## config.mk

```make
export PLATFORM = sky130hd
export DESIGN_NAME = serial_to_nibble
export DESIGN_NICKNAME = d
export VERILOG_FILES = /design/src/rtl/serial_to_nibble.sv
export SDC_FILE = /design/constraint.sdc
export NUM_CORES = 1
export LEC_CHECK = 0
export ABC_CLOCK_PERIOD_IN_PS = 2600
export CORE_AREA = 2 2 39 41
export CTS_CLUSTER_DIAMETER = 30
export DETAILED_ROUTE_END_ITERATION = 8
export DIE_AREA = 0 0 41 43
export PLACE_DENSITY_LB_ADDON = 0.12
export REMOVE_ABC_BUFFERS = 1
export SLEW_MARGIN = 15
export SYNTH_ARGS = -nofsm -noshare
export SYNTH_HDL_FRONTEND = slang
export SYNTH_SLANG_ARGS = --single-unit
```

## constraint.sdc

```tcl
create_clock -name clk -period 2.6 [get_ports clk]
set_input_delay 0.52 -clock clk [delete_from_list [all_inputs] [get_ports clk]]
set_output_delay 0.52 -clock clk [all_outputs]
set_load 0.02 [all_outputs]
```

## src/rtl/serial_to_nibble.sv

```systemverilog
// Serial-to-parallel front end: gathers WIDTH qualified serial bits per start-framed
// word and presents the completed word with a one-cycle ce_out strobe.
module serial_to_nibble #(
  parameter int unsigned WIDTH     = 4,
  parameter bit          MSB_FIRST = 1'b1
) (
  input  logic             clk,
  input  logic             clr,
  input  logic             start,
  input  logic             sin,
  input  logic             sin_valid,
  output logic [WIDTH-1:0] d_out,
  output logic             ce_out,
  output logic             busy,
  output logic             abort
);

  // state | meaning
  // IDLE  | waiting for start, serial input ignored
  // SHIFT | collecting bits, busy asserted
  // DONE  | word just completed, ce_out asserted for this cycle only
  typedef enum logic [1:0] {
    IDLE  = 2'd0,
    SHIFT = 2'd1,
    DONE  = 2'd2
  } state_t;

  localparam int unsigned CW = (WIDTH > 2) ? $clog2(WIDTH) : 1;
  localparam logic [CW-1:0] LAST_BIT = CW'(WIDTH - 1);

  state_t           state_q, state_d;
  logic [WIDTH-1:0] sreg_q, sreg_d;
  logic [CW-1:0]    cnt_q, cnt_d;
  logic [WIDTH-1:0] dout_q, dout_d;
  logic             abort_q, abort_d;
  logic [WIDTH-1:0] shifted;

  always_comb begin
    if (MSB_FIRST) shifted = {sreg_q[WIDTH-2:0], sin};
    else           shifted = {sin, sreg_q[WIDTH-1:1]};
  end

  always_comb begin
    state_d = state_q;
    sreg_d  = sreg_q;
    cnt_d   = cnt_q;
    dout_d  = dout_q;
    abort_d = 1'b0;
    unique case (state_q)
      IDLE: begin
        if (start) begin
          state_d = SHIFT;
          sreg_d  = '0;
          cnt_d   = '0;
        end
      end
      SHIFT: begin
        // start wins over a coincident valid bit: the bit belongs to the dead frame
        if (start) begin
          sreg_d  = '0;
          cnt_d   = '0;
          abort_d = 1'b1;
        end else if (sin_valid) begin
          sreg_d = shifted;
          if (cnt_q == LAST_BIT) begin
            state_d = DONE;
            dout_d  = shifted;
            cnt_d   = '0;
          end else begin
            cnt_d = cnt_q + 1'b1;
          end
        end
      end
      DONE: begin
        if (start) begin
          state_d = SHIFT;
          sreg_d  = '0;
          cnt_d   = '0;
        end else begin
          state_d = IDLE;
        end
      end
      default: state_d = IDLE;
    endcase
  end

  always_ff @(posedge clk) begin
    if (clr) begin
      state_q <= IDLE;
      sreg_q  <= '0;
      cnt_q   <= '0;
      dout_q  <= '0;
      abort_q <= 1'b0;
    end else begin
      state_q <= state_d;
      sreg_q  <= sreg_d;
      cnt_q   <= cnt_d;
      dout_q  <= dout_d;
      abort_q <= abort_d;
    end
  end

  assign d_out  = dout_q;
  assign ce_out = (state_q == DONE);
  assign busy   = (state_q == SHIFT);
  assign abort  = abort_q;

endmodule

```

# After elaboration in Yosys (flattened, before gate mapping)
# Index checks and enable logic that the tools add are counted.
# totals
ff_bits	12
output_inout_bits	7
word_cells	40
# op_classes
mux	16
reduce_logical	7
n_eq_ne	9
addsub	1
bitwise	2
# ops
op	count
two-way mux 2 bit	8
two-way mux 3 bit	3
AND reduction 4 bit	2
!= test 2 bit, second input constant	3
case mux 2 bit (3 select lines)	1
case mux 3 bit (2 select lines)	1
equality test 2 bit, second input constant	2
!= test 2 x 1 -> 1 bit, second input constant	2
case mux 2 bit (2 select lines)	1
OR reduction 2 bit	2
!= test 3 bit, second input constant	1
AND reduction 3 bit	1
adder 2 x 1 -> 2 bit, second input constant	1
equality test 2 x 1 -> 1 bit, second input constant	1
zero test 2 bit	1
two-way mux 1 bit	2
NOT 1 bit	2
nonzero test 2 bit	1

# Logic depth before layout (Yosys ltp)
# Gate-level depths: netlist of run 1.
# depth
ltp_word	5
depth_mapped	4
ltp_nobuf	4

# Worst setup path after synthesis of run 1
# No wires, ideal clock.
# synth_timing
kind	input port to flip-flop
start	input start
end	register state_q[1]
stages	4
slack_ps	1338
required_time_ps	2539
setup_ps	61
path_buffers	1
t_arrival_ps	1201
cell_sequence	and4bb_1 -> buf_6 -> and2_4 -> nor2b_4
# synth_via
elab_chain_len	2
# synth_lines
item	line	text
start, declared	9	input logic start,
!= test 2 bit (no source line)	--	
AND reduction 4 bit (no source line) *	--	
end signal, assigned	95	state_q <= state_d;
end, declared	31	state_t state_q, state_d;
# Mark *: on every way between the ends. The rest lies on a longest branch, timed or not.
# A chain may end at the register's enable or synchronous reset.

# Worst setup path in the final report of run 1
# layout_timing
start	register state_q[0]
end	output busy
# layout_via
elab_chain_len	1
# layout_lines
item	line	text
equality test 2 x 1 -> 1 bit	105	assign busy = (state_q == SHIFT);
end, declared	14	output logic busy,
# No other way between the ends.

==> summary.txt, run 1 <==
Outcome
  – Result of the run: finished, final reports clean

Routing
  – # DRC: 0
  – Detailed-route wire length: 945 um
  – Detailed-route wire length per cell: 11.4 um
  – Number of vias after detailed routing: approximately 430
  – Routed wire length on met3: 51 um
  – Top routing layer in use: met3
  – Routed met1 length: 478 um
  – Number of iterations in the first detailed-routing pass: 4
  – Routed vias/inst: 5.14
  – Number of routed nets with antenna violations: 0
  – Met2 routed wirelength: 415 um
  – DR iter-0 viols: 4

Global route
  – Vias in the first global route: ~380
  – All-layer global routing usage: 0.140
  – Antenna violations before repair: 0
  – Overflow left after global routing: 0
  – Global-route wire length before repair: between 1500 and 2000 um
  – Maximum number of pins on one net before global-route repair: 17

Clock tree
  – Clock root cell: sky130_fd_sc_hd__clkbuf_4
  – Resized cells post-CTS: 0
  – Number of hold-repair buffers added at the cts stage: 0
  – H-tree lvl count: 1
  – Number of buffers created by CTS: 3
  – Skew-Pair Late Insertion Delay: 0.27 ns
  – Buffers inserted during post-CTS setup optimization: 0
  – Clk slew on worst S/H paths: 0.08 ns
  – Total number of clock tree sinks: 12
  – CTS tree: built
  – Maximum count of clock buffers along a single path: 2

STA
  – Worst hold margin: 0.477 ns
  – Slew headroom: 0.639
  – Sum of negative setup slack: 0 ns
  – Clock Skew: roughly 0.0037 ns
  – Unrepaired setup endpoints after global routing: false
  – Fin. max-slew vios: 0
  – Achievable Freq: between 0.5 and 0.6 GHz
  – Final worst path period share: 0.754
  – Tightest Pin Transition: 0.540 ns
  – Count of final setup violators: 0
  – Time the final worst path needs with I/O delays and setup: 1.96 ns
  – Number of hold-slack violations in the final timing report: 0

Die
  – Number of placement rows: 14
  – Starting density of the core: 0.375
  – # IOs: 12
  – Floorplan die area: about 0.0018 sq mm
  – Die outline height: 43 um
  – Floorplan die width: 41 um
  – Core region area: 0.00138 sq mm

Pwr
  – Post-route total power: between 0.0003 and 0.0004 W
  – Power per standard cell area: 538 mW/mm^2
  – Maximum vdd ir drop: 0.302 mV
  – Leak Pwr: around 0.24 nW

Yosys
  – Fraction of the yosys area taken by sequential cells: 0.463
  – Multiplexer share of the synthesized area: 0
  – Adder-Cell Fraction of Synth Area: 0.0241
  – Most numerous cell in the Yosys netlist: sky130_fd_sc_hd__dfxtp_1
  – Main combinational cell family by area after synthesis: simple AND/OR/NAND/NOR gates
  – Cell type with the highest aggregate area in the netlist: sky130_fd_sc_hd__dfxtp_1
  – Count of unique library cells instantiated by Yosys: 19
  – Number of cells produced by synthesis: 54
  – Area share of and/or/nand/nor cells after synthesis: 0.299
  – Portion of synthesized cell area occupied by the leading cell type: 0.463
  – Most instantiated cells after synthesis: sky130_fd_sc_hd__dfxtp_1, sky130_fd_sc_hd__a21oi_1, sky130_fd_sc_hd__nand2_1, sky130_fd_sc_hd__o21ai_0
  – Number of warnings reported in the yosys synthesis log: 0
  – Count of state elements after synthesis: 12
  – Area contributors post-synth: sky130_fd_sc_hd__dfxtp_1, sky130_fd_sc_hd__a21oi_1, sky130_fd_sc_hd__nand4b_1
  – Dominant register cell in the synthesized netlist: sky130_fd_sc_hd__dfxtp_1
  – Synthesized area divided by synthesized cell count: roughly 9.6 sq um
  – Netlist area before placement: 519 sq um
  – Area fraction in compound gates after synthesis: 0.183
  – Post-synth EDFFs: 0
  – Share of the synthesized netlist area taken by xor and xnor gates: 0
  – Proportion of synthesized flip-flops having asynchronous set or reset: 0

Worst setup path
  – Critical Path Source Type: flop
  – Arrival time of the worst setup path: 1.44 ns
  – Worst R2R End: state_q[1]
  – Crit-path max FO: 6
  – Worst setup EP type: output pin
  – Worst R2R Setup Slack: between 1 and 1.5 ns
  – End point of the critical path: busy
  – Number of cells traversed by the worst register-to-register path: 3
  – Launching instance or port of the critical path: state_q[0]
  – Setup Crit Path Kind: flop to output pin
  – CP required: 2.08 ns
  – Startpoint of the worst register-to-register path: state_q[0]

Place
  – IO Port Bufs: 11
  – Gpl congestion: just over 0.7
  – Number of cells after detailed placement: 79

Layout
  – Synth-to-layout area growth: 28.9%
  – Antenna cell count: 0
  – Share of post-route cells with drive strength above 1: 0.149
  – Filler instances: 136
  – Final non-filler cell total: 83
  – Post-layout nets: 74

Hold path
  – Hold WC Path Type: flop to flop

Job
  – Number of maximum-capacitance violations: 0
[critical path: stages (launching register included)]
cell                              delay [ns]
sky130_fd_sc_hd__dfxtp_1                0.39
sky130_fd_sc_hd__nor2b_1                0.17
sky130_fd_sc_hd__clkdlybuf4s50_1        0.62
[cell families after synthesis]
kind of cell	count (synthesis)
AOI/OAI and AO/OA	16
DFF	12
adders and majority gates	1
buffers and inverters	2
and+or+nand+nor	23
[power by group]
group / switching [W] / total, W / internal [W]
combinational: 0.0000121 / 0.0000252 / 0.0000131
sequential: 0.00000194 / 0.000188 / 0.000186
clock: 0.0000621 / 0.000147 / 0.0000850
[state kept, by name, indices dropped and copies added (netlist names)]
register  flops
abort         1
cnt_q         2
d_out         4
sreg_q        3
state_q       2
[layer usage]
layer  vias up  track usage
li1        217            -
met4         0       0.0600
met5         -            0
met3         0       0.0785
met1       199        0.201
met2        11        0.166
[worst min path at each step]
stage / startpoint / endpoint / slack (ns) / cells after the start
after CTS: d_out[2] / d_out[2] / 0.48 / 2
after floorplan: sreg_q[0] / sreg_q[1] / 0.44 / 2
after global routing: d_out[2] / d_out[2] / 0.49 / 2
final: d_out[2] / d_out[2] / 0.48 / 2
after detailed placement: d_out[1] / d_out[1] / 0.47 / 2
after global placement: cnt_q[1] / cnt_q[1] / 0.47 / 2
[cells in the final DEF, fill, tap and decap left out, drive strengths merged]
master | synthesis | final
nand2b | 4 | 4
clkbuf | 0 | 4
nor2b | 2 | 2
nand4b | 4 | 4
and4bb | 1 | 1
and2b | 1 | 1
ha | 1 | 1
nor3 | 1 | 1
nand2 | 6 | 6
dfxtp | 12 | 12
o21ai | 9 | 9
a21oi | 7 | 7
and2 | 2 | 2
and3b | 1 | 1
nor2 | 1 | 1
clkdlybuf4s50 | 0 | 11
[area by class of cell]
type                    instances  area (sq um)  area share
repair buffers                 11           110       0.164
multi-input cells              40           263       0.393
flip-flops and latches         12           240       0.359
well taps                      16          20.0      0.0299
clock buffers                   4          36.3      0.0542
[per-stage QoR]
step / worst slack (ns) / util / area (sq um)
global route: 0.558 / 0.484 / 669
global placement: 0.720 / 0.458 / 633
floorplan: 1.27 / - / 503
finish: 0.640 / 0.484 / 669
detailed placement: 0.672 / 0.458 / 633
CTS: 0.619 / 0.484 / 669
No activity file was read; power rests on OpenSTA's default activity.
==> inputs of run 2 (changes only) <==
--- a/config.mk
+++ b/config.mk
@@ -5,7 +5,7 @@
 export SDC_FILE = /design/constraint.sdc
 export NUM_CORES = 1
 export LEC_CHECK = 0
-export ABC_CLOCK_PERIOD_IN_PS = 2600
+export ABC_CLOCK_PERIOD_IN_PS = 1900
 export CORE_AREA = 2 2 39 41
 export CTS_CLUSTER_DIAMETER = 30
 export DETAILED_ROUTE_END_ITERATION = 8
==> constraint.sdc (replaced) <==
create_clock -name clk -period 1.9 [get_ports clk]
set_input_delay 0.38 -clock clk [delete_from_list [all_inputs] [get_ports clk]]
set_output_delay 0.38 -clock clk [all_outputs]
set_load 0.02 [all_outputs]
==> summary.txt, run 2 (synthesized netlist as in run 1, its figures left out) <==
Outcome
  – Result of the run: finished, final reports clean

Global route
  – Global-route wire length before repair: 1560 um (-5.1%)
  – Maximum number of pins on one net before global-route repair: 11 (-6)
  – All-layer global routing usage: 0.134 (-0.00520)
  – Antenna violations before repair: 0 (unchanged)
  – Overflow left after global routing: 0 (unchanged)
  – Vias in the first global route: 346 (-7.7%)

STA
  – Clock Skew: 0.00570 ns (+0.00204 ns)
  – Fin. max-slew vios: 0 (unchanged)
  – Slew headroom: 0.775 (+0.136)
  – Sum of negative setup slack: 0 ns (unchanged)
  – Number of hold-slack violations in the final timing report: 0 (unchanged)
  – Achievable Freq: 0.567 GHz
  – Count of final setup violators: 0 (unchanged)
  – Tightest Pin Transition: 0.337 ns (-0.202 ns)
  – Unrepaired setup endpoints after global routing: false
  – Final worst path period share: 0.929
  – Time the final worst path needs with I/O delays and setup: ~1.8 ns

Worst setup path
  – Combined buffer and inverter count along the critical path: 1 (unchanged)
  – Startpoint of the worst register-to-register path: cnt_q[0]
  – Critical Path Source Type: flop
  – Crit-path max FO: 6 (unchanged)
  – Levels on crit path: 2 (unchanged)
  – CP required: 1.52 ns (-0.56 ns)
  – End point of the critical path: ce_out
  – Worst setup EP type: output pin
  – Setup Crit Path Kind: flop to output pin
  – Launching instance or port of the critical path: state_q[0]
  – Arrival time of the worst setup path: 1.38 ns (-0.06 ns)
  – Largest incremental delay on the critical path: 0.59 ns (-0.03 ns)
  – Series of cell instances along the critical path: and2b_1, clkdlybuf4s50_1
  – Worst R2R Setup Slack: 0.83 ns (-0.52 ns)
  – Top cell family by delay on the critical path: buffers and inverters
  – Worst R2R End: state_q[1]
  – Number of cells traversed by the worst register-to-register path: 3 (unchanged)
  – Master of the slowest instance on the critical path: sky130_fd_sc_hd__clkdlybuf4s50_1

Layout
  – Post-layout nets: 76 (+2.7%)
  – Max reg flops: 4 (unchanged)
  – Filler instances: 140 (+2.9%)
  – Antenna cell count: 0 (unchanged)
  – Core occupancy in the finished layout: 0.486 (+0.00271)
  – Share of post-route cells with drive strength above 1: 0.162 (+0.0125)
  – Commonest non-fill, non-tap cell in the layout: sky130_fd_sc_hd__dfxtp_1
  – Top library cells by usage in the layout, fill and taps aside: sky130_fd_sc_hd__dfxtp_1, sky130_fd_sc_hd__clkdlybuf4s50_1, sky130_fd_sc_hd__a21oi_1, sky130_fd_sc_hd__nand2_1, sky130_fd_sc_hd__o21ai_0
  – Synth-to-layout area growth: 29.6%

Clock tree
  – Total number of clock tree sinks: 12 (unchanged)
  – Maximum count of clock buffers along a single path: 2 (unchanged)
  – H-tree lvl count: 1 (unchanged)
  – CTS tree: built
  – Clk slew on worst S/H paths: 0.07 ns (about the same)
  – Number of buffers created by CTS: 3 (unchanged)
  – Skew-Pair Late Insertion Delay: 0.26 ns (about the same)
  – Clock root cell: sky130_fd_sc_hd__clkbuf_4
  – Buffers inserted during post-CTS setup optimization: 0 (unchanged)

Routing
  – DR iter-0 viols: 0 (-4)
  – Detailed-route wire length: 913 um (-3.4%)
  – Number of vias after detailed routing: 419 (-1.9%)
  – Number of routed nets with antenna violations: 0 (unchanged)
  – Routed vias/inst: 4.99 (-3.0%)
  – # DRC: 0 (unchanged)
  – Number of iterations in the first detailed-routing pass: 1 (-3)
  – Detailed-route wire length per cell: 10.9 um (-4.5%)

Job
  – Number of maximum-capacitance violations: 0 (unchanged)

Place
  – IO Port Bufs: 11 (unchanged)
  – Gpl congestion: 0.773 (+6.4%)
  – Total half-perimeter wirelength after legalization and detailed placement: 679 um

Pwr
  – Maximum vdd ir drop: 0.273 mV (-9.6%)
  – Power per standard cell area: 654 mW/mm^2 (+22%)
  – Leak Pwr: 0.257 nW (+6.3%)

Hold path
  – Hold WC Path Type: flop to flop

Die
  – Die outline height: 43 um (unchanged)
  – # IOs: 12 (unchanged)
  – Core region area: 0.00138 sq mm (unchanged)
  – Number of placement rows: 14 (unchanged)
  – Floorplan die area: 0.00176 sq mm (unchanged)
  – Floorplan die width: 41 um (unchanged)
  – Starting density of the core: 0.375 (unchanged)
[run 2: timing repair]
| action | CTS | global route |
|---|---|---|
| gates resized for setup | 0 | 1 |
| hold buffers | 0 | 0 |
| setup endpoints to repair | 0 | 1 |
[run 2: where the power goes]
| group | switching [W] | internal [W] | total [W] | leakage, nW |
|---|---|---|---|---|
| Combinational | 0.0000167 | 0.0000198 | 0.0000365 | 0.146 |
| Clock | 0.0000735 | 0.0000731 | 0.000147 | 0.0138 |
| Sequential | 0.00000271 | 0.000255 | 0.000257 | 0.0972 |
| Total | 0.0000929 | 0.000348 | 0.000441 | 0.257 |
[run 2: routing by layer]
metal | up-vias | routed length, um | share of wire | global-route usage
li1 | 219 | - | - | -
met1 | 189 | 469 | 0.51 | 0.194
met2 | 11 | 396 | 0.43 | 0.156
met3 | 0 | 48 | 0.053 | 0.0628
met4 | 0 | 0 | 0 | 0.0800
met5 | - | 0 | 0 | 0
[run 2: layout make-up]
type / count / area [sq um] / area share
clock buffers: 3 / 22.5 / 0.0335
repair buffers: 13 / 128 / 0.190
well taps: 16 / 20.0 / 0.0297
multi-input cells: 40 / 263 / 0.390
flip-flops and latches: 12 / 240 / 0.357
[run 2: worst register-to-register path, stage by stage, from the launching register on]
cell,delay [ns]
sky130_fd_sc_hd__dfxtp_1,0.35
sky130_fd_sc_hd__ha_1,0.30
sky130_fd_sc_hd__and2_4,0.24
sky130_fd_sc_hd__nor2b_4,0.13
[run 2: worst min path at each step]
| stage | depth (start not counted) | start | endpoint |
|---|---|---|---|
| floorplan | 2 | sreg_q[0] | sreg_q[1] |
| global placement | 2 | sreg_q[2] | sreg_q[2] |
| detailed placement | 2 | d_out[0] | d_out[0] |
| CTS | 2 | d_out[0] | d_out[0] |
| global route | 2 | d_out[0] | d_out[0] |
| finish | 2 | d_out[2] | d_out[2] |
[run 2: metrics by stage]
step	setup slack (ns)	total power [W]	instances	hold WS, ns	cell area, sq um
2_1_floorplan	0.711	0.000277	52	0.440	503
3_3_place_gp	0.338	0.000300	81	0.462	648
3_5_place_dp	0.313	0.000300	81	0.466	648
4_1_cts	0.0578	0.000448	84	0.477	671
5_1_grt	0.0645	0.000467	84	0.491	673
6_report	0.135	0.000441	84	0.475	673
